File: config.mk
export PLATFORM = sky130hd
export DESIGN_NAME = ws2812b_frame_source
export DESIGN_NICKNAME = d
export VERILOG_FILES = /design/src/rtl/ws2812b_pkg.sv /design/src/rtl/ws2812b_pixel_ram.sv /design/src/rtl/ws2812b_frame_source.sv
export SDC_FILE = /design/constraint.sdc
export NUM_CORES = 1
export LEC_CHECK = 0
export BUFFER_PORTS_ARGS = -buffer_cell sky130_fd_sc_hd__buf_2
export CELL_PAD_IN_SITES_DETAIL_PLACEMENT = 1
export CELL_PAD_IN_SITES_GLOBAL_PLACEMENT = 2
export CORE_MARGIN = 4
export CORE_UTILIZATION = 45
export DETAILED_ROUTE_END_ITERATION = 6
export GPL_ROUTABILITY_DRIVEN = 0
export GPL_TIMING_DRIVEN = 0
export HOLD_SLACK_MARGIN = 0.1
export PLACE_DENSITY = 0.68
export SLEW_MARGIN = 5
export SYNTH_ARGS = -nofsm -noshare
export SYNTH_HDL_FRONTEND = slang
export SYNTH_SLANG_ARGS = --single-unit
File: constraint.sdc
create_clock -name CLOCK_50 -period 7.2 [get_ports CLOCK_50]
set_input_delay 0.36 -clock CLOCK_50 [delete_from_list [all_inputs] [get_ports CLOCK_50]]
set_output_delay 0.36 -clock CLOCK_50 [all_outputs]
set_load 0.02 [all_outputs]
File: src/rtl/ws2812b_pkg.sv
// Shared types and constants for the WS2812B pixel path (frame source and serializer).
package ws2812b_pkg;

  localparam int NLEDS_DEF     = 64;
  localparam int FRAME_DIV_DEF = 833_333;

  // Bit timing at 50 MHz, shared with the serializer
  localparam int T0H_CYC    = 20;
  localparam int T1H_CYC    = 40;
  localparam int TBIT_CYC   = 63;
  localparam int TRESET_CYC = 2_500;

  typedef struct packed {
    logic [7:0] r;
    logic [7:0] g;
    logic [7:0] b;
  } rgb_t;

  typedef struct packed {
    logic [7:0] g;
    logic [7:0] r;
    logic [7:0] b;
  } grb_t;

  typedef enum logic [1:0] {IDLE, FETCH, SCALE, PRESENT} state_t;

  function automatic grb_t rgb_to_grb(input rgb_t c);
    grb_t o;
    o.g = c.g;
    o.r = c.r;
    o.b = c.b;
    return o;
  endfunction

endpackage

File: src/rtl/ws2812b_pixel_ram.sv
// Frame buffer: NLEDS x 24 simple dual-port RAM, synchronous read, read-before-write.
module ws2812b_pixel_ram #(
  parameter  int NLEDS = 64,
  localparam int AW    = $clog2(NLEDS)
) (
  input  logic          CLOCK_50,
  input  logic          wr_en,
  input  logic [AW-1:0] wr_addr,
  input  logic [23:0]   wr_data,
  input  logic          rd_en,
  input  logic [AW-1:0] rd_addr,
  output logic [23:0]   rd_data
);

  // Not reset: contents survive RESET_N and start at zero on configuration
  logic [23:0] mem [NLEDS] = '{default: '0};

  always @(posedge CLOCK_50) begin
    if (wr_en) mem[wr_addr] <= wr_data;
    if (rd_en) rd_data <= mem[rd_addr];
  end

endmodule

File: src/rtl/ws2812b_frame_source.sv
// Streams the frame buffer as GRB pixels on every frame tick over valid/ready.
// Optional WS2812B_BRIGHTNESS_EN adds a SCALE stage applying the global brightness.
module ws2812b_frame_source
  import ws2812b_pkg::*;
#(
  parameter  int NLEDS     = NLEDS_DEF,
  parameter  int FRAME_DIV = FRAME_DIV_DEF,
  localparam int AW        = $clog2(NLEDS)
) (
  input  logic          CLOCK_50,
  input  logic          RESET_N,
  input  logic          wr_en,
  input  logic [AW-1:0] wr_addr,
  input  logic [23:0]   wr_data,
  input  logic [7:0]    brightness,
  output logic          px_valid,
  input  logic          px_ready,
  output logic [23:0]   px_data,
  output logic          px_last,
  output logic          frame_start,
  output logic          busy,
  output logic          overrun
);

  localparam int            DW      = (FRAME_DIV > 1) ? $clog2(FRAME_DIV) : 1;
  localparam logic [DW-1:0] DIV_TOP = DW'(FRAME_DIV - 1);
  localparam logic [AW-1:0] LAST    = AW'(NLEDS - 1);

  logic [DW-1:0] div_cnt;
  logic          tick;
  state_t        state;
  logic [AW-1:0] idx;
  logic          pending;
  logic          fetch_ph;
  logic [23:0]   rd_data;

  assign tick = (div_cnt == DIV_TOP);

  always_ff @(posedge CLOCK_50 or negedge RESET_N) begin
    if (!RESET_N) div_cnt <= '0;
    else          div_cnt <= tick ? '0 : div_cnt + 1'b1;
  end

  ws2812b_pixel_ram #(.NLEDS(NLEDS)) u_ram (
    .CLOCK_50,
    .wr_en,
    .wr_addr,
    .wr_data,
    .rd_en   (state == FETCH && !fetch_ph),
    .rd_addr (idx),
    .rd_data
  );

`ifdef WS2812B_BRIGHTNESS_EN
  rgb_t raw;

  function automatic logic [7:0] scale8(input logic [7:0] c, input logic [7:0] b);
    logic [16:0] p;
    p = 17'(c) * 17'({1'b0, b} + 9'd1);
    return 8'(p >> 8);
  endfunction
`else
  logic unused_brightness;
  assign unused_brightness = ^brightness;
`endif

  always_ff @(posedge CLOCK_50 or negedge RESET_N) begin
    if (!RESET_N) begin
      state       <= IDLE;
      idx         <= '0;
      pending     <= 1'b0;
      overrun     <= 1'b0;
      busy        <= 1'b0;
      frame_start <= 1'b0;
      px_valid    <= 1'b0;
      px_data     <= '0;
      px_last     <= 1'b0;
      fetch_ph    <= 1'b0;
`ifdef WS2812B_BRIGHTNESS_EN
      raw         <= '0;
`endif
    end else begin
      frame_start <= 1'b0;
      // Only one tick can wait; a second one while waiting is lost
      if (tick && busy) begin
        if (pending) overrun <= 1'b1;
        else         pending <= 1'b1;
      end
      case (state)
        IDLE: if (tick || pending) begin
          frame_start <= 1'b1;
          busy        <= 1'b1;
          pending     <= 1'b0;
          idx         <= '0;
          fetch_ph    <= 1'b0;
          state       <= FETCH;
        end
        // Phase 0 issues the read, phase 1 sees the RAM output
        FETCH: begin
          fetch_ph <= ~fetch_ph;
          if (fetch_ph) begin
`ifdef WS2812B_BRIGHTNESS_EN
            raw      <= rd_data;
            state    <= SCALE;
`else
            px_data  <= rgb_to_grb(rd_data);
            px_valid <= 1'b1;
            px_last  <= (idx == LAST);
            state    <= PRESENT;
`endif
          end
        end
`ifdef WS2812B_BRIGHTNESS_EN
        SCALE: begin
          px_data  <= rgb_to_grb({scale8(raw.r, brightness), scale8(raw.g, brightness),
                                  scale8(raw.b, brightness)});
          px_valid <= 1'b1;
          px_last  <= (idx == LAST);
          state    <= PRESENT;
        end
`endif
        PRESENT: if (px_ready) begin
          px_valid <= 1'b0;
          px_last  <= 1'b0;
          if (idx == LAST) begin
            busy  <= 1'b0;
            state <= IDLE;
          end else begin
            idx   <= idx + 1'b1;
            state <= FETCH;
          end
        end
        default: state <= IDLE;
      endcase
    end
  end

endmodule

======== Yosys cells after proc, flatten, opt, wreduce, memory -nomap -nowiden ========
Memory sizes are Yosys's and may differ from the RTL's. A register that Yosys moved wholly into a read port is not among the register bits.
Cells that the tools add are included.
storage, ports and cells
  register bits after elaboration ......... 59
  memory bits (writable) .................. 1536
  bits of input ports ..................... 42
  output and inout bits ................... 29
  memories ................................ 1
operators by class
  add/subtract/negate cells ............... 2
  eq/ne operators ......................... 9
  mux-type cells .......................... 28
  bitwise logic cells ..................... 1
  reduce and logical (&&, ||, !) cells .... 15
memories
  name       words  width  read ports  clocked after Yosys merged registers in  wr ports  line                     RTL
  u_ram.mem  64     24     1           1                                        1         ws2812b_pixel_ram.sv:16  logic [23:0] mem [NLEDS] = '{default: '0};
operators with widths
  kind                   number
  $add 20x1->20 const B  1
  $eq 20x20->1 const B   1
  $mux 20                1
  $mux 6                 3
  $mux 1                 15
  $pmux 6 s2             1
  $ne 2x2->1 const B     5
  $pmux 1 s2             4
  $reduce_and 4->1       2
  $add 6x1->6 const B    1
  $eq 6x6->1 const B     1
  $mux 2                 3
  $pmux 2 s3             1
  $reduce_and 2->1       3
  $reduce_and 3->1       2
  $reduce_bool 2->1      3
  $eq 2x1->1 const B     1
  $eq 2x2->1 const B     1
  $logic_and 1x1->1      2
  $logic_not 2->1        1
  $logic_not 1->1        1
  $logic_or 1x1->1       1
  $not 1->1              1

======== Longest topological paths before layout ========
  word-level depth ........................ 5
  mapped depth ............................ 9

======== Modules after synthesis ========
Synthesis repeated with hierarchy kept, for this count alone.
unflattened totals
  cells, all modules ...................... 2845
  area total of the unflattened synthesis .. 62251.0 µm²
by module, submodules not included
  module                instances  cells each  area each (µm²)
  ws2812b_pixel_ram     1          2610        59535.8
  ws2812b_frame_source  1          235         2715.1

======== Worst setup path after synthesis ========
No wires, ideal clock.
  path kind ............................... input to register
  from .................................... in wr_addr[3]
  to ...................................... mem u_ram.mem[48][0], enable pin
  library setup time ...................... 0.435 ns
  data arrival time ....................... 2.548 ns
  slack ................................... 4.217 ns
  stages .................................. 4
  buffers on the path ..................... 1
  path through ............................ clkbuf_1 nor2b_1 nand4b_1 nor3_1
RTL lines
  what                line                        RTL
  start: declaration  ws2812b_frame_source.sv:13  input logic [AW-1:0] wr_addr,
  end: declaration    ws2812b_pixel_ram.sv:16
No word-level cell before the write port.

==> flow_summary_export.csv <==
group,metric,value,unit
synth,netlist_top_cells_count,"1,560 x edfxtp_1, 386 x mux4_2, 153 x nor2_1",
pwr,p_sw_frac,0.301,
clock_network,htreeDepth,4,
floorplanning,coreArea,137000,um^2
floorplanning,die_area,144000,um^2
synth,synth-main-ff-cell,"edfxtp_1",
timing,max_freq,238,MHz
cells_and_area,fin_util,0.524,
cells_and_area,synthToLayoutAreaGrowth,15.6,%
route,drtIter0Drc,3613,
run,cap_violations,0,
pwr,p_leak,23.2,nW
clock_network,cts_sinks,1619,
synth,synthDominantCellAreaShare,0.753,
worst_setup_path,r2r_cells,9,
synth,yosysTopAreaCell,"edfxtp_1",
timing,setup_tns,0,ns
route,num_vias,30146,
global_route,grt_usage,0.238,
synth,synth.distinct_cells,56,
timing,rsz0062_at_grt,"false",
timing,slew_viol_final,0,
worst_setup_path,end_kind,"register",
worst_setup_path,arrival,4.69,ns
placement,dp_slack,3.05,ns
synth,ys_ff_latch,1619,
worst_setup_path,crit_type,"register to register",
global_route,antenna_found_initial,20,
run_status,outcome,"finished clean",
worst_setup_path,reg2reg_slack,3.00,ns
global_route,grt_pass1_vias,32118,
placement,hpwl,110,mm
worst_setup_path,startpoint,"idx[1]$_DFFE_PN0P_",
synth,syn_area_per_cell,22.0,um^2
synth,synth_top_cells_by_area,"edfxtp_1 75%, mux4_2 14%, dfrtp_1 2.4%",
timing,fin_crit_sh,0.584,
synth,synth_most_common_cell,"edfxtp_1",
synth,synth.yosys.seq_area_share,0.777,
cells_and_area,final_nets,3162,
floorplanning,pin_count,71,
worst_setup_path,crit_slowest_cell,"clkbuf_1",
timing,fin_ws,3.00,ns
clock_network,cts_root_buffer,"clkbuf_16",
pwr,share_comb_of_total_power,0.268,
worst_setup_path,start_kind,"register",
pwr,internal-power,0.0185,W
worst_setup_path,crit_chain,"buf_2 -> buf_6 -> buf_4 -> buf_2 -> clkbuf_1 -> nand2_1 -> a32oi_1 -> nand2_1 -> nor3_1",
route,vias_per_cell,5.97,
worst_setup_path,worst_path_largest_cell_delay,0.66,ns
clock_network,cts_made_buffers,169,
clock_network,clock_latency,0.80,ns
global_route,grt_pass1_wl,243,mm
synth,synth_fp_nets,2873,
timing,tightest_slew,1.26,ns
pwr,ir_worst_vdd,0.273,mV
synth,async_flop_share,0.0364,
route,ant_nets,0,
timing,fin_worst_skew,0.0215,ns
synth,synth-edff-count,1560,
floorplanning,initial_core_util,0.453,
timing,hold_viol,0,
synth,yosysWarningCount,0,
synth,synthCells,2828,
worst_setup_path,critPathRequiredTime,7.69,ns
timing,post-route-min-period,4.20,ns
route,firstDrtPassIters,5,
pwr,power.switching,0.00797,W
timing,setup_viol,0,
floorplanning,die_h,380,um
clock_network,cts.clk_slew.worst_paths,0.06,ns
worst_setup_path,cp_max_fo,10,
synth,syn_area,62200,um^2
route,drcViolationCount,0,
clock_network,clock_path_buffers,3,
route,drt-total-wl,171,mm
clock_network,post-cts-setup-buffers,0,
floorplanning,die_w,380,um
cells_and_area,drive_above_1_share,0.298,
hold_path,hp-class,"input port to register",
pwr,power_density,368,nW/um^2
pwr,clockPowerShare,0.325,
timing,relSlewSlack,0.158,
global_route,grt.overflow.total,0,
global_route,grt_max_degree,65,
clock_network,cts_tree,"built",
floorplanning,rows,136,
route,wl_per_cell,33.8,um
placement,port_buffers,58,
worst_setup_path,crit_end,"u_ram.rd_data[0]$_DFFE_PP_",
worst_setup_path,reg2reg_from,"idx[1]$_DFFE_PN0P_",
pwr,seqPwrFrac,0.407,
worst_setup_path,r2r-end,"u_ram.rd_data[0]$_DFFE_PP_",
[power by group through the flow]
stage | registers (W) | logic (W) | clock network [W]
2_1_floorplan | 0.0110 | 0.00432 | 0
3_3_place_gp | 0.0109 | 0.00699 | 0
3_5_place_dp | 0.0110 | 0.00713 | 0
4_1_cts | 0.0108 | 0.00716 | 0.00874
5_1_grt | 0.0108 | 0.00748 | 0.00917
6_report | 0.0108 | 0.00709 | 0.00859
[state kept, by name, indices dropped and copies added (netlist names)]
register and count:
u_ram.mem 1536, busy 1, state 2, overrun 1, frame_start 1, u_ram.rd_data 24
idx 6, px_last 1, fetch_ph 1, px_valid 1, pending 1, div_cnt 20
px_data 24
[critical path: cells and delay by family, from the launching register on]
kind,cells,cell delay (ns)
buffers and inverters,5,1.80
AND/OR/NAND/NOR,3,1.10
AO/OA/AOI/OAI,1,0.61
flip-flops,1,0.34
[cell families after synthesis]
| logic type | count (synthesis) | synth area share |
|---|---|---|
| flip-flops | 1619 | 0.777 |
| multiplexers | 524 | 0.163 |
| AND/OR/NAND/NOR | 370 | 0.0271 |
| buffers and inverters | 152 | 0.0143 |
| AO/OA/AOI/OAI | 143 | 0.0154 |
| XOR/XNOR | 17 | 0.00239 |
| adder cells (fa/ha/maj) | 3 | 0.000604 |
[stage by stage]
| step | std cells | instance area [um^2] | total power [W] | hold slack, ns |
|---|---|---|---|---|
| after floorplan | 2828 | 62200 | 0.0153 | 0.0644 |
| after global placement | 4680 | 64700 | 0.0179 | 0.453 |
| after detailed placement | 4734 | 66400 | 0.0181 | 0.473 |
| after CTS | 5042 | 71800 | 0.0267 | 0.184 |
| after global routing | 5044 | 71900 | 0.0274 | 0.165 |
| final | 5051 | 71900 | 0.0264 | 0.158 |
[worst min-delay path by stage]
stage | start | end | cells after the start
2_1_floorplan | RESET_N | busy$_DFFE_PN0P_ | 0
3_3_place_gp | overrun$_DFFE_PN0P_ | overrun$_DFFE_PN0P_ | 1
3_5_place_dp | u_ram.rd_data[14]$_DFFE_PP_ | px_data[22]$_DFFE_PN0P_ | 1
4_1_cts | wr_data[14] | u_ram.mem[24][14]$_DFFE_PP_ | 1
5_1_grt | wr_data[1] | u_ram.mem[31][1]$_DFFE_PP_ | 1
6_report | wr_data[1] | u_ram.mem[31][1]$_DFFE_PP_ | 1
[metal layers]
layer | track usage | share of wire
met5 | 0 | 0.00047
met4 | 0.0750 | 0.031
met3 | 0.0472 | 0.070
met2 | 0.396 | 0.50
met1 | 0.319 | 0.40
[area by class of cell]
cell class | instances | area [um^2]
diodes | 7 | 17.5
plain buffers | 144 | 857
clock buffers | 218 | 4610
clock inverters | 86 | 808
fillers | 11759 | 65400
inverters | 8 | 30.0
multi-input cells | 1057 | 13500
flip-flops and latches | 1619 | 48300
well taps | 1794 | 2240
repair buffers | 118 | 1540
[cells in the final DEF (no fill, tap or decap), types with 6 or more instances in the layout]
master / n
xnor2_1: 9
buf_12: 35
clkinv_1: 38
nand3_1: 24
diode_2: 7
edfxtp_1: 1560
mux4_2: 386
nand2b_1: 8
nand4_1: 7
o22ai_1: 55
a32oi_1: 18
buf_1: 8
clkbuf_16: 176
nor2_1: 90
buf_16: 14
nor2_4: 62
xor2_1: 8
clkbuf_1: 75
bufinv_16: 14
mux2_2: 63
buf_4: 52
and3_1: 7
or4_1: 6
nor3_1: 39
a22oi_1: 21
nor4_1: 7
o21ai_0: 24
nand2_1: 82
buf_2: 87
mux2i_1: 75
clkinv_2: 22
dfrtp_1: 59
nand3b_1: 7
buf_6: 17
nor2b_1: 7
[what timing repair did]
action,4_1_cts,5_1_grt
endpoints found under the hold margin,105,16
resized for setup,0,0
hold buffers,4,1
Power figures use the tool's default switching activity.
